`src/rtl/riscv_pkg.sv`:
```
// Shared RISC-V datapath types: access sizes, load/store unit states and byte-mask helpers.
package riscv_pkg;

  localparam int XLEN = 32;

  typedef enum logic [1:0] {
    SIZE_B = 2'b00,
    SIZE_H = 2'b01,
    SIZE_W = 2'b10
  } mem_size_e;

  typedef enum logic [2:0] {
    IDLE,
    ISSUE0,
    WAIT0,
    ISSUE1,
    WAIT1,
    RESP
  } lsu_state_e;

  function automatic logic [3:0] size_mask(input logic [1:0] size);
    case (size)
      SIZE_B:  return 4'b0001;
      SIZE_H:  return 4'b0011;
      default: return 4'b1111;
    endcase
  endfunction

  // True when the access spills past the end of its word and needs a second beat.
  function automatic logic crosses_word(input logic [1:0] size, input logic [1:0] offset);
    return ((size == SIZE_W) && (offset != 2'b00)) ||
           ((size == SIZE_H) && (offset == 2'b11));
  endfunction

endpackage

```
`src/rtl/lsu_load_align.sv`:
```
// Combinational load aligner: picks the addressed bytes out of a {hi, lo} word pair
// and sign- or zero-extends them to the full data width.
module lsu_load_align
  import riscv_pkg::*;
#(
  parameter int DATA_W = XLEN
) (
  input  logic [DATA_W-1:0] hi,
  input  logic [DATA_W-1:0] lo,
  input  logic [1:0]        offset,
  input  logic [1:0]        size,
  input  logic              is_unsigned,
  output logic [DATA_W-1:0] result
);

  logic [DATA_W-1:0] r;

  always_comb begin
    r = DATA_W'({hi, lo} >> {offset, 3'b000});
    case (size)
      SIZE_B:  result = is_unsigned ? {{(DATA_W-8){1'b0}}, r[7:0]}
                                    : {{(DATA_W-8){r[7]}}, r[7:0]};
      SIZE_H:  result = is_unsigned ? {{(DATA_W-16){1'b0}}, r[15:0]}
                                    : {{(DATA_W-16){r[15]}}, r[15:0]};
      default: result = r;
    endcase
  end

endmodule

```
`src/rtl/load_store_unit.sv`:
```
// Load/store unit: turns one core access into one or two word-aligned memory beats.
// Build option MISALIGNED_TRAP_EN: word-crossing accesses return an error instead of splitting.
module load_store_unit
  import riscv_pkg::*;
#(
  parameter int ADDR_W = 32,
  parameter int DATA_W = XLEN
) (
  input  logic              clk,
  input  logic              rst,
  input  logic              req_valid,
  output logic              req_ready,
  input  logic              req_write,
  input  logic [1:0]        req_size,
  input  logic              req_unsigned,
  input  logic [ADDR_W-1:0] req_addr,
  input  logic [DATA_W-1:0] req_wdata,
  output logic              resp_valid,
  output logic [DATA_W-1:0] resp_rdata,
  output logic              resp_error,
  output logic              mem_req_valid,
  input  logic              mem_req_ready,
  output logic              mem_we,
  output logic [ADDR_W-1:0] mem_addr,
  output logic [3:0]        mem_be,
  output logic [DATA_W-1:0] mem_wdata,
  input  logic              mem_rvalid,
  input  logic [DATA_W-1:0] mem_rdata
);

`ifdef MISALIGNED_TRAP_EN
  localparam bit TRAP_MISALIGNED = 1'b1;
`else
  localparam bit TRAP_MISALIGNED = 1'b0;
`endif

  lsu_state_e state;

  logic              write_q;
  logic              uns_q;
  logic              split_q;
  logic [1:0]        size_q;
  logic [1:0]        off_q;
  logic [ADDR_W-1:0] addr_q;
  logic [3:0]        be_hi_q;
  logic [DATA_W-1:0] wdata_hi_q;
  logic [DATA_W-1:0] lo_q;

  logic [7:0]          m8;
  logic [2*DATA_W-1:0] w64;
  logic                req_split;
  logic                req_illegal;
  logic [DATA_W-1:0]   align_hi;
  logic [DATA_W-1:0]   align_lo;
  logic [DATA_W-1:0]   load_result;

  always_comb begin
    m8          = {4'b0000, size_mask(req_size)} << req_addr[1:0];
    w64         = {{DATA_W{1'b0}}, req_wdata} << {req_addr[1:0], 3'b000};
    req_split   = crosses_word(req_size, req_addr[1:0]);
    req_illegal = (req_size == 2'b11) || (TRAP_MISALIGNED && req_split);
  end

  // The word arriving this cycle is used directly so the result can be registered at once.
  always_comb begin
    align_lo = (state == WAIT1) ? lo_q : mem_rdata;
    align_hi = (state == WAIT1) ? mem_rdata : '0;
  end

  lsu_load_align #(
    .DATA_W(DATA_W)
  ) u_load_align (
    .hi         (align_hi),
    .lo         (align_lo),
    .offset     (off_q),
    .size       (size_q),
    .is_unsigned(uns_q),
    .result     (load_result)
  );

  assign req_ready = (state == IDLE);

  // Request capture and read-data holding registers
  always_ff @(posedge clk) begin
    if (state == IDLE && req_valid) begin
      write_q    <= req_write;
      uns_q      <= req_unsigned;
      split_q    <= req_split;
      size_q     <= req_size;
      off_q      <= req_addr[1:0];
      addr_q     <= {req_addr[ADDR_W-1:2], 2'b00};
      be_hi_q    <= m8[7:4];
      wdata_hi_q <= w64[2*DATA_W-1:DATA_W];
    end
    if (state == WAIT0 && mem_rvalid) begin
      lo_q <= mem_rdata;
    end
  end

  // Control FSM with registered memory and response outputs
  always_ff @(posedge clk) begin
    if (rst) begin
      state         <= IDLE;
      resp_valid    <= 1'b0;
      resp_rdata    <= '0;
      resp_error    <= 1'b0;
      mem_req_valid <= 1'b0;
      mem_we        <= 1'b0;
      mem_addr      <= '0;
      mem_be        <= 4'b0000;
      mem_wdata     <= '0;
    end else begin
      resp_valid <= 1'b0;
      case (state)
        IDLE: begin
          if (req_valid) begin
            if (req_illegal) begin
              state      <= RESP;
              resp_valid <= 1'b1;
              resp_error <= 1'b1;
              resp_rdata <= '0;
            end else begin
              state         <= ISSUE0;
              mem_req_valid <= 1'b1;
              mem_we        <= req_write;
              mem_addr      <= {req_addr[ADDR_W-1:2], 2'b00};
              mem_be        <= m8[3:0];
              mem_wdata     <= w64[DATA_W-1:0];
            end
          end
        end
        ISSUE0: begin
          if (mem_req_ready) begin
            if (write_q && split_q) begin
              state     <= ISSUE1;
              mem_addr  <= addr_q + ADDR_W'(4);
              mem_be    <= be_hi_q;
              mem_wdata <= wdata_hi_q;
            end else if (write_q) begin
              state         <= RESP;
              mem_req_valid <= 1'b0;
              resp_valid    <= 1'b1;
              resp_error    <= 1'b0;
              resp_rdata    <= '0;
            end else begin
              state         <= WAIT0;
              mem_req_valid <= 1'b0;
            end
          end
        end
        WAIT0: begin
          if (mem_rvalid) begin
            if (split_q) begin
              state         <= ISSUE1;
              mem_req_valid <= 1'b1;
              mem_addr      <= addr_q + ADDR_W'(4);
              mem_be        <= be_hi_q;
              mem_wdata     <= wdata_hi_q;
            end else begin
              state      <= RESP;
              resp_valid <= 1'b1;
              resp_error <= 1'b0;
              resp_rdata <= load_result;
            end
          end
        end
        ISSUE1: begin
          if (mem_req_ready) begin
            mem_req_valid <= 1'b0;
            if (write_q) begin
              state      <= RESP;
              resp_valid <= 1'b1;
              resp_error <= 1'b0;
              resp_rdata <= '0;
            end else begin
              state <= WAIT1;
            end
          end
        end
        WAIT1: begin
          if (mem_rvalid) begin
            state      <= RESP;
            resp_valid <= 1'b1;
            resp_error <= 1'b0;
            resp_rdata <= load_result;
          end
        end
        RESP: begin
          state      <= IDLE;
          resp_rdata <= '0;
          resp_error <= 1'b0;
        end
        default: state <= IDLE;
      endcase
    end
  end

endmodule
```
`config.mk`:
```
export PLATFORM = sky130hd
export DESIGN_NAME = load_store_unit
export DESIGN_NICKNAME = d
export VERILOG_FILES = /design/src/rtl/riscv_pkg.sv /design/src/rtl/lsu_load_align.sv /design/src/rtl/load_store_unit.sv
export SDC_FILE = /design/constraint.sdc
export NUM_CORES = 1
export LEC_CHECK = 0
export CORE_MARGIN = 2
export CORE_UTILIZATION = 30
export DETAILED_ROUTE_END_ITERATION = 12
export GPL_ROUTABILITY_DRIVEN = 0
export PLACE_DENSITY = 0.59
export SYNTH_ARGS = -nofsm -noshare
export SYNTH_HDL_FRONTEND = slang
export SYNTH_SLANG_ARGS = --single-unit
```
`constraint.sdc`:
```
create_clock -name clk -period 9.55 [get_ports clk]
set_clock_uncertainty 0.15 [all_clocks]
set_input_delay 1.91 -clock clk [delete_from_list [all_inputs] [get_ports clk]]
set_output_delay 1.91 -clock clk [all_outputs]
set_load 0.05 [all_outputs]
```
==> metrics.yaml, run 1 <==
sta:
  fmax_ghz: 0.223
  fin_crit_sh_pct: 47.0
  slew_viol_final: 0
  finalSetupViolCount: 0
  whs_ns: 0.304
  worstMarginPinSlew_ns: 1.14
  min_period_ns: 4.49
  setup_slack_ns: 5.06
  hold_violations: 0
  slew-limit-headroom_pct: 23.2
  tns_ns: 0
  rsz0062_at_grt: "false"
logic_synthesis:
  ys_types: 68
  synth_edf_count: 96
  ys_ff_latch: 201
  synth_warnings: 0
  synthArstFlopShare_pct: 0
  ys_seq_area_share_pct: 49.2
  synth_area_per_cell_um2: 10.6
  netlist_area_um2: 10100
  synth_ff_type: "dfxtp_1"
  synthCells: 954
final_layout:
  fin_area_um2: 13400
  drive_gt1_share_pct: 9.67
  syn2layout_area_growth_pct: 31.8
  fin_cells: 1589
  layout_common_cells: "clkdlybuf4s50_1, dfxtp_1, edfxtp_1, nand2_1, mux2i_1"
  nets: 1225
  mostFrequentLayoutCell: "clkdlybuf4s50_1"
min_path:
  worstHoldStart: "mem_addr[16]"
  hold_path.class: "reg2reg"
setup_path:
  path_class: "reg2out"
  crit_arrival_ns: 2.43
  worst-path-max-fanout: 24
  cp_data_required_time_ns: 7.49
  cp-start-kind: "flop"
  timing.rr.start: "state[2]"
  endpoint_kind: "output port"
  critPathLaunch: "state[2]"
grt:
  grt.total_usage_pct: 16.6
  grt_start_max_net_pins: 81
  grt_pass1_vias: 8200
  grt_pass1_wl_mm: 46.7
  antenna_found_initial: 3
  grt.overflow.total: 0
drt:
  dr.first_iter.drc_count: 603
  drcViolationCount: 0
  met1_length_mm: 13.3
  wl_met2_mm: 14.6
  drt-total-wl_mm: 30.3
  wl_per_cell_um: 19.1
  met3WireLength_mm: 1.82
  highest_layer: "met5"
  firstDrtPassIters: 5
  vias_per_cell: 5.25
  vias: 8341
  ant_nets: 0
clock_network:
  cts_root_buf: "clkbuf_16"
  cts_tree: "yes"
  holdBufCountCts: 0
  clock_latency_ns: 0.54
  clk_path_buf_depth: 3
  cts_buffers: 25
  cts.sinks: 201
  h-tree-depth: 1
  post_cts_buffers: 0
  path_clk_slew_ns: 0.06
  cts_resized: 0
flow_run:
  max-cap-violations: 0
placement:
  dp.cells: 1540
  pre_cts_ws_ns: 4.56
  port_buffers: 207
  hpwlAfterDp_mm: 20.5
  place_area_um2: 12500
die:
  dieHeight_um: 188
  die-area_um2: 35300
  placement_rows: 67
  core-area_um2: 33400
  io_pins: 210
  initial_utilization_pct: 30.3
  die_x_um: 188
power:
  leakagePower_uw: 0.00474
  powerDensity_nw_per_um2: 324
  ir_drop_mv: 0.218
status:
  status: "finished, final reports clean"
-- area by class of cell --
class                   count  area [um2]
multi-input cells         663        4800
repair buffers            222        2170
well taps                 448         561
clock buffers              32         704
diodes                      3        7.51
inverters                   6        22.5
fillers                  3252       20100
clock inverters            14         120
flip-flops and latches    201        4980
-- layer usage --
layer | vias up | track usage [%]
li1 | 3975 | -
met1 | 4104 | 21.4
met2 | 219 | 28.0
met3 | 41 | 3.82
met4 | 2 | 4.72
met5 | - | 0
-- stage by stage --
stage                     power, uW  util, %
final                          4330     40.0
after global routing           4580     40.0
after CTS                      4380     39.9
after detailed placement       3430     37.5
after global placement         3410     37.5
after floorplan                2770        -
-- synthesized netlist by cell type (19+ instances only) --
cell,number,share of area [%]
dfxtp_1,105,21
edfxtp_1,96,28
nand2_1,94,3.5
mux2i_1,63,6.2
nor2_1,51,1.9
clkbuf_1,49,1.8
a21oi_1,44,2.2
nor3_1,43,2.1
nand3_1,40,2.0
and3_1,28,1.7
o211ai_1,23,1.7
mux4_2,22,4.9
buf_2,20,0.99
xnor2_1,19,1.6
-- worst paths after layout --
path	cells past startpoint	endpoint	slack, ns
hold / removal	2	mem_addr[16]	0.30
setup reg to reg	6	resp_rdata[25]	5.94
setup / recovery	2	req_ready	5.06
hold reg to reg	2	mem_addr[16]	0.30
-- registers in the layout, indices dropped and copies added (netlist names), 3 cells and up --
register	flops
state	3
mem_be	4
mem_addr	30
be_hi_q	3
resp_rdata	32
addr_q	30
lo_q	32
mem_wdata	32
wdata_hi_q	24
-- cell families after synthesis --
family,share of synthesized area (%)
multiplexers,12.4
adder cells (fa/ha/maj),0.123
XOR/XNOR,2.16
buffers and inverters,3.91
other,0.0370
AND/OR/NAND/NOR,16.0
AO/OA/AOI/OAI,16.2
flip-flops,49.2
-- critical path, cell delays in order (launching register included) --
cell and delay [ns]:
dfxtp_1 0.59, nor3_1 0.43, clkdlybuf4s50_1 0.88
-- power by group --
part           leakage, uW  switching [uW]  internal (uW)
logic              0.00256            1340            710
clock network     0.000412             383            554
registers          0.00176             183           1160
Note: power is estimated with default switching activity, not from simulation.
==> run 2: changes to the inputs <==
==> constraint.sdc (replaced) <==
create_clock -name clk -period 4.7 [get_ports clk]
set_clock_uncertainty 0.15 [all_clocks]
set_input_delay 0.94 -clock clk [delete_from_list [all_inputs] [get_ports clk]]
set_output_delay 0.94 -clock clk [all_outputs]
set_load 0.05 [all_outputs]
==> run 2 against run 1 <==
Effect of this change:
- cell count increased by 0.25%
- first-iteration DRC count fell by 16%
- hold slack worse by 0.0016 ns
- final area up 0.41%
- sequential power increased by 100%
- die area is the same
- clock-buffer cell count increased by 2
- core utilization rose by 0.16 points
- register-to-register slack worse by 4.4 ns
- clock power rose by 100%
==> metrics.yaml, run 2 (synthesized netlist as in run 1, its figures left out) <==
status:
  status: "finished, final reports clean"  # unchanged
sta:
  min_period_ns: 3.42
  fin_crit_sh_pct: 72.7
  slew_viol_final: 0  # unchanged
  finalSetupViolCount: 0  # unchanged
  setup_slack_ns: 1.28  # was 5.06 ns
  tns_ns: 0  # unchanged
  hold_violations: 0  # unchanged
  fmax_ghz: 0.293
  rsz0062_at_grt: "false"  # unchanged
  slew-limit-headroom_pct: 26.6  # was 23.2%
  whs_ns: 0.302  # was 0.304 ns
  worstMarginPinSlew_ns: 1.10  # was 1.14 ns
clock_network:
  h-tree-depth: 1  # unchanged
  cts_resized: 0  # unchanged
  cts_root_buf: "clkbuf_16"  # unchanged
  clk_path_buf_depth: 3  # unchanged
  clock_latency_ns: 0.53  # was 0.54 ns
  post_cts_buffers: 0  # unchanged
  cts_tree: "yes"  # unchanged
  holdBufCountCts: 0  # unchanged
  path_clk_slew_ns: 0.06  # about the same
  cts.sinks: 201  # unchanged
  cts_buffers: 24  # was 25
placement:
  port_buffers: 207  # unchanged
  pre_cts_ws_ns: 0.923  # was 4.56 ns
  place_area_um2: 12600  # was 12,500 um2
  hpwlAfterDp_mm: 21.1  # was 20.5 mm
final_layout:
  multiInputGateArea_um2: 4800  # unchanged
  layout_common_cells: "clkdlybuf4s50_1, dfxtp_1, edfxtp_1, nand2_1, mux2i_1"  # unchanged
  mostFrequentLayoutCell: "clkdlybuf4s50_1"  # unchanged
  syn2layout_area_growth_pct: 32.4  # was 31.8%
  fill_cells: 3189  # was 3,252
  regArea_um2: 4980  # unchanged
  fin_area_um2: 13400  # about the same
  nets: 1231  # was 1,225
  finalCoreUtilization_pct: 40.1  # was 40.0%
  largest_registers: "lo_q x32, mem_wdata x32, resp_rdata x32"  # unchanged
  drive_gt1_share_pct: 10.1  # was 9.67%
grt:
  grt.total_usage_pct: 16.7  # was 16.6%
  grt_pass1_wl_mm: 46.7  # about the same
  antenna_found_initial: 2  # was 3
  grt_start_max_net_pins: 64  # was 81
  grt.overflow.total: 0  # unchanged
  grt_pass1_vias: 8120  # was 8,200
setup_path:
  slowest_delay_ns: 0.90  # was 0.88 ns
  cp-start-kind: "flop"  # unchanged
  crit_arrival_ns: 2.33  # was 2.43 ns
  slowest_stage: "dfxtp_1"  # was clkdlybuf4s50_1
  worstPathCellList: "nor3_1, clkdlybuf4s50_1"  # unchanged
  path_class: "reg2out"  # unchanged
  worst-path-max-fanout: 24  # unchanged
  endpoint_kind: "output port"  # unchanged
  cp_data_required_time_ns: 3.61  # was 7.49 ns
power:
  powerDensity_nw_per_um2: 658  # was 324 nW/um2
  leakagePower_uw: 0.00476  # was 0.00474 uW
  ir_drop_mv: 0.357  # was 0.218 mV
min_path:
  hold_path.class: "reg2reg"  # unchanged
drt:
  drcViolationCount: 0  # unchanged
  vias_per_cell: 5.15  # was 5.25
  drt-total-wl_mm: 30.2  # was 30.3 mm
  firstDrtPassIters: 4  # was 5
  wl_per_cell_um: 19.0  # was 19.1 um
  vias: 8206  # was 8,341
  ant_nets: 0  # unchanged
  dr.first_iter.drc_count: 509  # was 603
die:
  core-area_um2: 33400  # unchanged
  initial_utilization_pct: 30.3  # unchanged
  die-area_um2: 35300  # unchanged
  placement_rows: 67  # unchanged
  dieHeight_um: 188  # unchanged
  die_x_um: 188  # unchanged
  io_pins: 210  # unchanged
flow_run:
  max-cap-violations: 0  # unchanged
[run 2: metal layers]
metal	vias up	wire length [um]	share of wire, %	track usage (%)
li1	3984	-	-	-
met1	3964	13200	44	21.4
met2	214	14300	47	27.9
met3	42	1950	6.4	4.25
met4	2	670	2.2	4.57
met5	-	16	0.053	0
[run 2: layout make-up]
type	count	area share [%]
clock inverter	10	0.876
timing repair buffer	229	16.6
tap	448	4.18
multi-input combinational	663	35.7
inverter	6	0.168
clock buffer	34	5.21
sequential	201	37.1
antenna	2	0.0373
[run 2: final timing paths]
path            startpoint             end  slack [ns]  cells after the start
min reg2reg  resp_rdata[1]   resp_rdata[1]        0.30                      2
min          resp_rdata[1]   resp_rdata[1]        0.30                      2
max reg2reg       state[2]  resp_rdata[16]        1.56                      6
max               state[2]       req_ready        1.28                      2
[run 2: worst max-delay path: cells and delay by family, from the launching register on]
| kind | cells | cell delay, ns |
|---|---|---|
| buffers and inverters | 1 | 0.78 |
| DFF | 1 | 0.90 |
| and+or+nand+nor | 1 | 0.14 |
[run 2: power breakdown]
group | internal [uW] | switching (uW)
Clock | 1150 | 748
Sequential | 2360 | 365
Combinational | 1480 | 2720
Total | 4990 | 3830
[run 2: through the flow]
step,std cells,total power [uW]
after global routing,1592,9350
final,1593,8830
after detailed placement,1547,6990
after CTS,1591,8920
after floorplan,955,5640
after global placement,1547,6970
==> run 3: changes to the inputs <==
==> constraint.sdc (replaced) <==
create_clock -name clk -period 3.43 [get_ports clk]
set_clock_uncertainty 0.15 [all_clocks]
set_input_delay 0.686 -clock clk [delete_from_list [all_inputs] [get_ports clk]]
set_output_delay 0.686 -clock clk [all_outputs]
set_load 0.05 [all_outputs]
==> run 3 against run 2 <==
Effect of this change:
- global-route usage is 0.12 points higher
- register-to-register slack got worse by 0.88 ns
- critical path depth stayed put
- largest cell class unchanged
==> metrics.yaml, run 3 (synthesized netlist as in run 1, its figures left out) <==
drt:
  ant_nets: 0  # unchanged
  wl_per_cell_um: 18.7  # was 19.0 um
  vias_per_cell: 5.20  # was 5.15
  drt-total-wl_mm: 30.1  # was 30.2 mm
  firstDrtPassIters: 5  # was 4
  drcViolationCount: 0  # unchanged
  vias: 8346  # was 8,206
  dr.first_iter.drc_count: 512  # was 509
power:
  pwr-share-clk_pct: 20.8  # was 21.5%
  p_sw_uw: 5270  # was 3830 uW
  leakagePower_uw: 0.00482  # was 0.00476 uW
  p_comb_share_pct: 49.0  # was 47.6%
  ir_drop_mv: 0.510  # was 0.357 mV
  powerDensity_nw_per_um2: 900  # was 658 nW/um2
  power.internal_uw: 6910  # was 4990 uW
  seqPwrFrac_pct: 30.2  # was 30.9%
  sw_frac_of_total_pct: 43.3  # was 43.4%
sta:
  hold_violations: 0  # unchanged
  slew-limit-headroom_pct: 20.1  # was 26.6%
  fmax_ghz: 0.334
  finalSetupViolCount: 0  # unchanged
  worstMarginPinSlew_ns: 1.19  # was 1.10 ns
  rsz0062_at_grt: "false"  # unchanged
  min_period_ns: 3.00
  fin_crit_sh_pct: 87.3
  whs_ns: 0.303  # was 0.302 ns
  slew_viol_final: 0  # unchanged
final_layout:
  fin_cells: 1605  # was 1,593
  syn2layout_area_growth_pct: 33.5  # was 32.4%
  layout_common_cells: "clkdlybuf4s50_1, dfxtp_1, edfxtp_1, nand2_1, mux2i_1"  # unchanged
  finalCoreUtilization_pct: 40.5  # was 40.1%
  largest_registers: "lo_q x32, mem_wdata x32, resp_rdata x32"  # unchanged
  nets: 1240  # was 1,231
  fin_area_um2: 13500  # was 13,400 um2
  mostFrequentLayoutCell: "clkdlybuf4s50_1"  # unchanged
  drive_gt1_share_pct: 10.8  # was 10.1%
grt:
  grt_pass1_vias: 8465  # was 8,120
  grt_pass1_wl_mm: 47.7  # was 46.7 mm
  grt.overflow.total: 0  # unchanged
  antenna_found_initial: 6  # was 2
  grt.total_usage_pct: 16.8  # was 16.7%
  grt_start_max_net_pins: 65  # was 64
clock_network:
  cts_resized: 0  # unchanged
  clk_path_buf_depth: 3  # unchanged
  cts_tree: "yes"  # unchanged
  cts_root_buf: "clkbuf_16"  # unchanged
  path_clk_slew_ns: 0.06  # about the same
  clock_latency_ns: 0.53  # about the same
  h-tree-depth: 1  # unchanged
  holdBufCountCts: 0  # unchanged
  cts_buffers: 25  # was 24
  post_cts_buffers: 0  # unchanged
  cts.sinks: 201  # unchanged
die:
  dieHeight_um: 188  # unchanged
  io_pins: 210  # unchanged
  placement_rows: 67  # unchanged
  die_x_um: 188  # unchanged
  die-area_um2: 35300  # unchanged
  initial_utilization_pct: 30.3  # unchanged
  core-area_um2: 33400  # unchanged
placement:
  hpwlAfterDp_mm: 20.8  # was 21.1 mm
  dp.cells: 1555  # was 1,547
  place_area_um2: 12700  # was 12,600 um2
  port_buffers: 207  # unchanged
flow_run:
  max-cap-violations: 0  # unchanged
min_path:
  hold_path.class: "reg2reg"  # unchanged
  hold_path_depth: 2  # unchanged
setup_path:
  crit_arrival_ns: 2.16  # was 2.33 ns
  cp_data_required_time_ns: 2.59  # was 3.61 ns
  path_class: "reg2out"  # unchanged
  endpoint_kind: "output port"  # unchanged
  cp-start-kind: "flop"  # unchanged
  ff2ff_path_depth: 5  # was 6
  worst-path-max-fanout: 12  # was 24
status:
  status: "finished, final reports clean"  # unchanged
run 3: path summary, 6_finish.rpt:
kind	from	end	slack (ns)
max	state[2]	req_ready	0.43
min	mem_addr[9]	mem_addr[9]	0.30
max reg2reg	state[2]	resp_rdata[31]	0.68
min reg2reg	mem_addr[9]	mem_addr[9]	0.30
run 3: metrics by stage:
stage | setup slack, ns | setup TNS (ns) | total power (uW)
after floorplan | -0.0383 | -0.0383 | 7720
after global placement | 0.330 | 0 | 9690
after detailed placement | 0.340 | 0 | 9730
after CTS | 0.336 | 0 | 12300
after global routing | 0.310 | 0 | 12900
final | 0.435 | 0 | 12200
run 3: power by group through the flow:
stage | Sequential, uW | Combinational (uW) | Clock, uW
finish | 3680 | 5970 | 2530
global route | 3760 | 6420 | 2700
global placement | 3710 | 5980 | 0
detailed placement | 3720 | 6010 | 0
CTS | 3690 | 6020 | 2600
floorplan | 4910 | 2810 | 0
run 3: routing by layer:
metal | track usage (%) | vias to the layer above | wire length, um | share of wire, %
met2 | 27.5 | 235 | 14000 | 47
met4 | 5.48 | 4 | 861 | 2.9
met5 | 0 | - | 26 | 0.087
met3 | 4.85 | 48 | 2150 | 7.1
met1 | 21.2 | 4039 | 13000 | 43
li1 | - | 4020 | - | -
run 3: final cells by class:
cell class,count,area (um2)
Clock inverter,6,37.5
Inverter,6,22.5
Tap cell,448,561
Antenna cell,4,10.0
Timing Repair Buffer,237,2360
Fill cell,3229,19900
Clock buffer,40,762
Sequential cell,201,4980
Multi-Input combinational cell,663,4800
run 3: critical path: stages (launching register included):
cell	delay [ns]
dfxtp_1	0.43
nor3_1	0.34
clkdlybuf4s50_1	0.88
